$ cat src/rtl/display_arbiter_pkg.sv
// Shared encodings and constants for the display arbiter and its BCD converter.
package display_arbiter_pkg;

    typedef enum logic [1:0] {
        ST_IDLE    = 2'd0,
        ST_CONVERT = 2'd1,
        ST_WRITE   = 2'd2
    } state_e;

    localparam int          OVF_LIMIT     = 10000;
    localparam logic [3:0]  BLANK_NIBBLE  = 4'hF;
    localparam int          DEF_NUM_WIDTH = 13;

    // Double-dabble correction applied before every shift.
    function automatic logic [15:0] bcd_adjust(input logic [15:0] v);
        logic [15:0] r;
        r = v;
        for (int i = 0; i < 4; i++) begin
            if (r[4*i +: 4] >= 4'd5) begin
                r[4*i +: 4] = r[4*i +: 4] + 4'd3;
            end
        end
        return r;
    endfunction

endpackage

$ cat src/rtl/bin2bcd_seq.sv
// Iterative binary-to-BCD converter: load captures the number, each step does one
// add-3/shift iteration; after W steps bcd_o holds four BCD digits.
module bin2bcd_seq
    import display_arbiter_pkg::*;
#(
    parameter int W = DEF_NUM_WIDTH
) (
    input  logic         clk_i,
    input  logic         rst_i,
    input  logic         load_i,
    input  logic         step_i,
    input  logic [W-1:0] bin_i,
    output logic [15:0]  bcd_o
);

    logic [W-1:0] bin_q, bin_d;
    logic [15:0]  bcd_q, bcd_d;

    always_comb begin
        bin_d = bin_q;
        bcd_d = bcd_q;
        if (load_i) begin
            bin_d = bin_i;
            bcd_d = '0;
        end else if (step_i) begin
            {bcd_d, bin_d} = {bcd_adjust(bcd_q), bin_q} << 1;
        end
    end

    always_ff @(posedge clk_i) begin
        if (rst_i) begin
            bin_q <= '0;
            bcd_q <= '0;
        end else begin
            bin_q <= bin_d;
            bcd_q <= bcd_d;
        end
    end

    assign bcd_o = bcd_q;

endmodule

$ cat src/rtl/display_arbiter.sv
// Round-robin arbiter that converts one requester's number to BCD and writes it to
// display slot A or B; FSM is IDLE -> CONVERT (NUM_WIDTH cycles) -> WRITE -> IDLE.
module display_arbiter
    import display_arbiter_pkg::*;
#(
    parameter int NUM_WIDTH = DEF_NUM_WIDTH,
    parameter int NUM_REQ   = 4
) (
    input  logic                         Clk,
    input  logic                         Rst,
    input  logic [NUM_REQ-1:0]           Req,
    input  logic [NUM_REQ*NUM_WIDTH-1:0] NumIn,
    input  logic [NUM_REQ-1:0]           Slot,
    output logic [NUM_REQ-1:0]           Grant,
    output logic                         Busy,
    output logic [15:0]                  DigitsA,
    output logic [15:0]                  DigitsB,
    output logic                         ValidA,
    output logic                         ValidB
);

    localparam int IDX_W = (NUM_REQ > 1) ? $clog2(NUM_REQ) : 1;
    localparam int CNT_W = $clog2(NUM_WIDTH + 1);

    state_e               state_q, state_d;
    logic [IDX_W-1:0]     last_q, last_d;
    logic [NUM_REQ-1:0]   grant_q, grant_d;
    logic                 slot_q, slot_d;
    logic                 ovf_q, ovf_d;
    logic [CNT_W-1:0]     cnt_q, cnt_d;
    logic [15:0]          digits_a_q, digits_a_d;
    logic [15:0]          digits_b_q, digits_b_d;
    logic                 valid_a_q, valid_a_d;
    logic                 valid_b_q, valid_b_d;

    logic                 found;
    logic [IDX_W-1:0]     winner;
    logic [IDX_W-1:0]     cand;
    logic [NUM_WIDTH-1:0] win_num;
    logic                 win_ovf;
    logic                 conv_load;
    logic                 conv_step;
    logic [15:0]          conv_bcd;
    logic [15:0]          result;

    // Handshake: a requester holds Req high until it sees its one-cycle Grant pulse;
    // Req is only sampled in IDLE, so anything raised while Busy waits for IDLE.
    always_comb begin
        found  = 1'b0;
        winner = '0;
        cand   = '0;
        for (int k = 1; k <= NUM_REQ; k++) begin
            cand = IDX_W'((int'(last_q) + k) % NUM_REQ);
            if (!found && Req[cand]) begin
                found  = 1'b1;
                winner = cand;
            end
        end
    end

    always_comb begin
        win_num = '0;
        for (int i = 0; i < NUM_REQ; i++) begin
            if (winner == IDX_W'(i)) begin
                win_num = NumIn[i*NUM_WIDTH +: NUM_WIDTH];
            end
        end
        win_ovf = (32'(win_num) >= OVF_LIMIT);
    end

    always_comb begin
        state_d    = state_q;
        last_d     = last_q;
        grant_d    = '0;
        slot_d     = slot_q;
        ovf_d      = ovf_q;
        cnt_d      = cnt_q;
        digits_a_d = digits_a_q;
        digits_b_d = digits_b_q;
        valid_a_d  = valid_a_q;
        valid_b_d  = valid_b_q;
        conv_load  = 1'b0;
        conv_step  = 1'b0;
        result     = ovf_q ? {4{BLANK_NIBBLE}} : conv_bcd;
        case (state_q)
            ST_IDLE: begin
                if (found) begin
                    grant_d[winner] = 1'b1;
                    last_d          = winner;
                    slot_d          = Slot[winner];
                    ovf_d           = win_ovf;
                    cnt_d           = '0;
                    conv_load       = 1'b1;
                    state_d         = win_ovf ? ST_WRITE : ST_CONVERT;
                end
            end
            ST_CONVERT: begin
                conv_step = 1'b1;
                cnt_d     = cnt_q + 1'b1;
                if (cnt_q == CNT_W'(NUM_WIDTH - 1)) begin
                    state_d = ST_WRITE;
                end
            end
            ST_WRITE: begin
                if (slot_q) begin
                    digits_b_d = result;
                    valid_b_d  = 1'b1;
                end else begin
                    digits_a_d = result;
                    valid_a_d  = 1'b1;
                end
                state_d = ST_IDLE;
            end
            default: state_d = ST_IDLE;
        endcase
    end

    always_ff @(posedge Clk) begin
        if (Rst) begin
            state_q    <= ST_IDLE;
            last_q     <= IDX_W'(NUM_REQ - 1);
            grant_q    <= '0;
            slot_q     <= 1'b0;
            ovf_q      <= 1'b0;
            cnt_q      <= '0;
            digits_a_q <= {4{BLANK_NIBBLE}};
            digits_b_q <= {4{BLANK_NIBBLE}};
            valid_a_q  <= 1'b0;
            valid_b_q  <= 1'b0;
        end else begin
            state_q    <= state_d;
            last_q     <= last_d;
            grant_q    <= grant_d;
            slot_q     <= slot_d;
            ovf_q      <= ovf_d;
            cnt_q      <= cnt_d;
            digits_a_q <= digits_a_d;
            digits_b_q <= digits_b_d;
            valid_a_q  <= valid_a_d;
            valid_b_q  <= valid_b_d;
        end
    end

    bin2bcd_seq #(.W(NUM_WIDTH)) u_bin2bcd (
        .clk_i  (Clk),
        .rst_i  (Rst),
        .load_i (conv_load),
        .step_i (conv_step),
        .bin_i  (win_num),
        .bcd_o  (conv_bcd)
    );

    assign Grant   = grant_q;
    assign Busy    = (state_q != ST_IDLE);
    assign DigitsA = digits_a_q;
    assign DigitsB = digits_b_q;
    assign ValidA  = valid_a_q;
    assign ValidB  = valid_b_q;

endmodule

$ cat config.mk
export PLATFORM = sky130hd
export DESIGN_NAME = display_arbiter
export DESIGN_NICKNAME = d
export VERILOG_FILES = /design/src/rtl/display_arbiter_pkg.sv /design/src/rtl/bin2bcd_seq.sv /design/src/rtl/display_arbiter.sv
export SDC_FILE = /design/constraint.sdc
export NUM_CORES = 1
export LEC_CHECK = 0
export ABC_AREA = 1
export BUFFER_PORTS_ARGS = -buffer_cell sky130_fd_sc_hd__buf_4
export CAP_MARGIN = 10
export CORE_MARGIN = 10
export CORE_UTILIZATION = 54
export CTS_CLUSTER_SIZE = 12
export DETAILED_ROUTE_END_ITERATION = 7
export GPL_ROUTABILITY_DRIVEN = 0
export PLACE_DENSITY = 0.92
export SYNTH_ARGS = -nofsm -noshare
export SYNTH_HDL_FRONTEND = slang
export SYNTH_SLANG_ARGS = --single-unit
$ cat constraint.sdc
create_clock -name Clk -period 2.1 [get_ports Clk]
set_input_delay 0 -clock Clk [delete_from_list [all_inputs] [get_ports Clk]]
set_output_delay 0 -clock Clk [all_outputs]
set_load 0.02 [all_outputs]
==> impl_metrics.tcl <==
set metrics [dict create \
    sequentialPowerShare_pct 25.7 \
    grt_max_degree 28 \
    setup_ws_ns 0.00461 \
    h-tree-depth 3 \
    outcome "finished clean" \
    relSlewSlack_pct 73.9 \
    fp-row-count 31 \
    dr.pass1.iters 5 \
    io_buffers 100 \
    ant_nets 0 \
    fin_crit_sh_pct 99.8 \
    die-height_um 107 \
    rr_endpoint "u_bin2bcd.bin_q[3]" \
    fmax_mhz 477 \
    fin_skew_ns 0.00833 \
    p_per_area_nw_per_um2 1240 \
    cp-start-kind "flip-flop" \
    track_usage_pct 17.5 \
    final_layout_size_suffix_gt1_share_pct 30.7 \
    grt_pass1_wl_um 17100 \
    routed_wl_um 11300 \
    antenna_found_initial 0 \
    drc 0 \
    die_area_um2 11400 \
    coreArea_um2 7290 \
    first_global_vias 3969 \
    maxSlewViolCount 0 \
    reg2reg_from "last_q[0]" \
    p_total_uw 6670 \
    overflow 0 \
    synth_cell_types 38 \
    drt-wirelength-per-cell_um 14.3 \
    num-nets-final 761 \
    min_path_cells 5 \
    worst_r2r_path_depth 17 \
    synth.net_count 650 \
    cts_tree "yes" \
    clockBufferDepth 2 \
    finalSetupTns_ns 0 \
    drt_iter0_markers 208 \
    syn_to_final_growth_pct 33.0 \
    worstPathRequired_ns 2.35 \
    combPwrFrac_pct 55.1 \
    placed_area_um2 4900 \
    cts.sink_count 76 \
    cp_data_arrival_time_ns 2.34 \
    hold_start "Slot[2]" \
    clkTransAtPathRegs_ns 0.08 \
    worst_slew_pin_slew_ns 0.391 \
    ys_ff_latch 76 \
    hp-class "input pin to flip-flop" \
    dpl.hpwl_um 7880 \
    num_antenna_cells 0 \
    numCtsBuffers 9 \
    clock-root-buffer "clkbuf_8" \
    synth_area_um2 4060 \
    reg2reg_setup_slack_ns 0.005 \
    final_cell_mix "130 x nand2_1, 114 x buf_4, 75 x inv_1" \
    avgSynthCellArea_um2 7.02 \
    peakVddDrop_mv 0.898 \
    ys_seq_area_share_pct 37.5 \
    synth_cells 578 \
    critical_path_class "flip-flop to flip-flop" \
    period_needed_ns 2.10 \
    start_util_pct 55.6 \
    via_per_inst 5.33 \
    hold_end "slot_q" \
    ios 101 \
    dp_slack_ns -0.0288 \
    hold_violations 0 \
    p_leak_uw 0.00273 \
    p_int_uw 3720 \
    setup_viol 0 \
    yosysWarnings 0 \
    endpoint_kind "flip-flop" \
    num_vias 4223 \
    power.switching_uw 2940 \
    clk_latency_ns 0.36 \
    finish.utilization_pct 74.0 \
    die_width_um 107 \
    layout_commonest_cell "nand2_1" \
    drv_cap 0 \
    netSwitchingFraction_pct 44.2 \
    design_area_um2 5400 \
    crit_path_max_fanout 7 \
    power_frac_clock_pct 19.2 \
]
[cells by family (layout without fill, tap and decap cells)]
family          Yosys count  count (layout)  share of synthesized area [%]
compound gates          112             112                           17.0
xor+xnor                  4               4                          0.864
fa+ha+maj                10              10                           3.08
buf+inv                 107             222                           11.2
flops                    76              76                           37.5
simple gates            269             270                           30.4
[how the worst max path moves through the flow]
stage,startpoint,end,slack (ns),cells past startpoint
floorplan,last_q[0],u_bin2bcd.bin_q[10],0.32,16
global route,last_q[0],u_bin2bcd.bin_q[3],-0.1,17
global placement,last_q[0],u_bin2bcd.bin_q[10],0.08,16
CTS,last_q[1],u_bin2bcd.bin_q[8],0.06,14
detailed placement,last_q[0],u_bin2bcd.bin_q[9],-0.03,14
finish,last_q[0],u_bin2bcd.bin_q[3],0.005,17
[power groups by stage]
stage	clock network, µW	logic (µW)	registers, µW
CTS	1300	2920	1700
finish	1280	3670	1710
global route	1360	3990	1730
floorplan	0	2370	1720
global placement	0	2800	1720
detailed placement	0	2910	1730
[worst max-delay path, cell delays in order, from the launching register on]
cell and delay, ns:
dfxtp_4 0.42, inv_6 0.06, nand2_1 0.08, nand2_2 0.09
nand2_4 0.09, nand2_4 0.07, nor2_4 0.13, nand2_2 0.08
nor2_4 0.13, nor2_4 0.07, buf_6 0.13, nor2_8 0.15
clkbuf_16 0.18, nand2_2 0.04, nand2_1 0.05, inv_1 0.06
nand2_1 0.09, a21oi_2 0.05
[layer usage]
| layer | vias to the layer above | track usage [%] | share of wire, % |
|---|---|---|---|
| met4 | 0 | 7.74 | 2.8 |
| met5 | - | 0 | 0 |
| met2 | 200 | 29.4 | 47 |
| met3 | 30 | 5.15 | 8.3 |
| met1 | 1912 | 20.2 | 42 |
| li1 | 2081 | - | - |
[registers in the layout, indices dropped and copies added, names as in the netlist, 2 cells and up]
name / count
DigitsB: 16
u_bin2bcd.bcd_o: 16
u_bin2bcd.bin_q: 13
cnt_q: 4
DigitsA: 16
Grant: 4
state_q: 2
last_q: 2
[metrics by stage]
step / hold slack (ns) / std cells
5_1_grt: 0.0181 / 793
2_1_floorplan: 0.0624 / 578
4_1_cts: 0.00520 / 782
6_report: 0.0122 / 793
3_3_place_gp: 0.215 / 765
3_5_place_dp: 0.219 / 765
[Yosys cell counts (all sizes together)]
library cell | count | share of area, %
a21o | 1 | 0.19
a21oi | 40 | 6.0
a22oi | 3 | 0.56
a311oi | 2 | 0.43
a31oi | 1 | 0.15
buf | 9 | 2.1
clkbuf | 16 | 1.5
clkinv | 3 | 0.28
dfxtp | 76 | 37
ha | 10 | 3.1
inv | 79 | 7.4
nand2 | 154 | 15
nand3 | 45 | 6.5
nand3b | 1 | 0.19
nand4 | 4 | 0.62
nor2 | 54 | 6.7
nor3 | 7 | 0.86
o211ai | 22 | 4.1
o21a | 2 | 0.37
o21ai | 40 | 5.0
o22ai | 1 | 0.15
or2 | 4 | 0.62
xnor2 | 1 | 0.22
xor2 | 3 | 0.65
[repair_timing]
action                                  CTS  global route
gates resized for setup                   1            41
endpoints found under the setup margin   13            18
gates cloned                              0             5
hold buffers                              1             0
pin swaps                                 0            16
setup buffers                             0             7
endpoints found under the hold margin     6             0
[final cells by class]
class / count / area, µm²
Multi-Input combinational cell: 396 / 2190
Tap cell: 99 / 124
Sequential cell: 76 / 1530
Timing Repair inverter: 1 / 5.00
Inverter: 82 / 315
Fill cell: 517 / 1890
Timing Repair Buffer: 123 / 1000
Clock inverter: 6 / 95.1
Clock buffer: 10 / 138
Power figures use the tool's default switching activity.
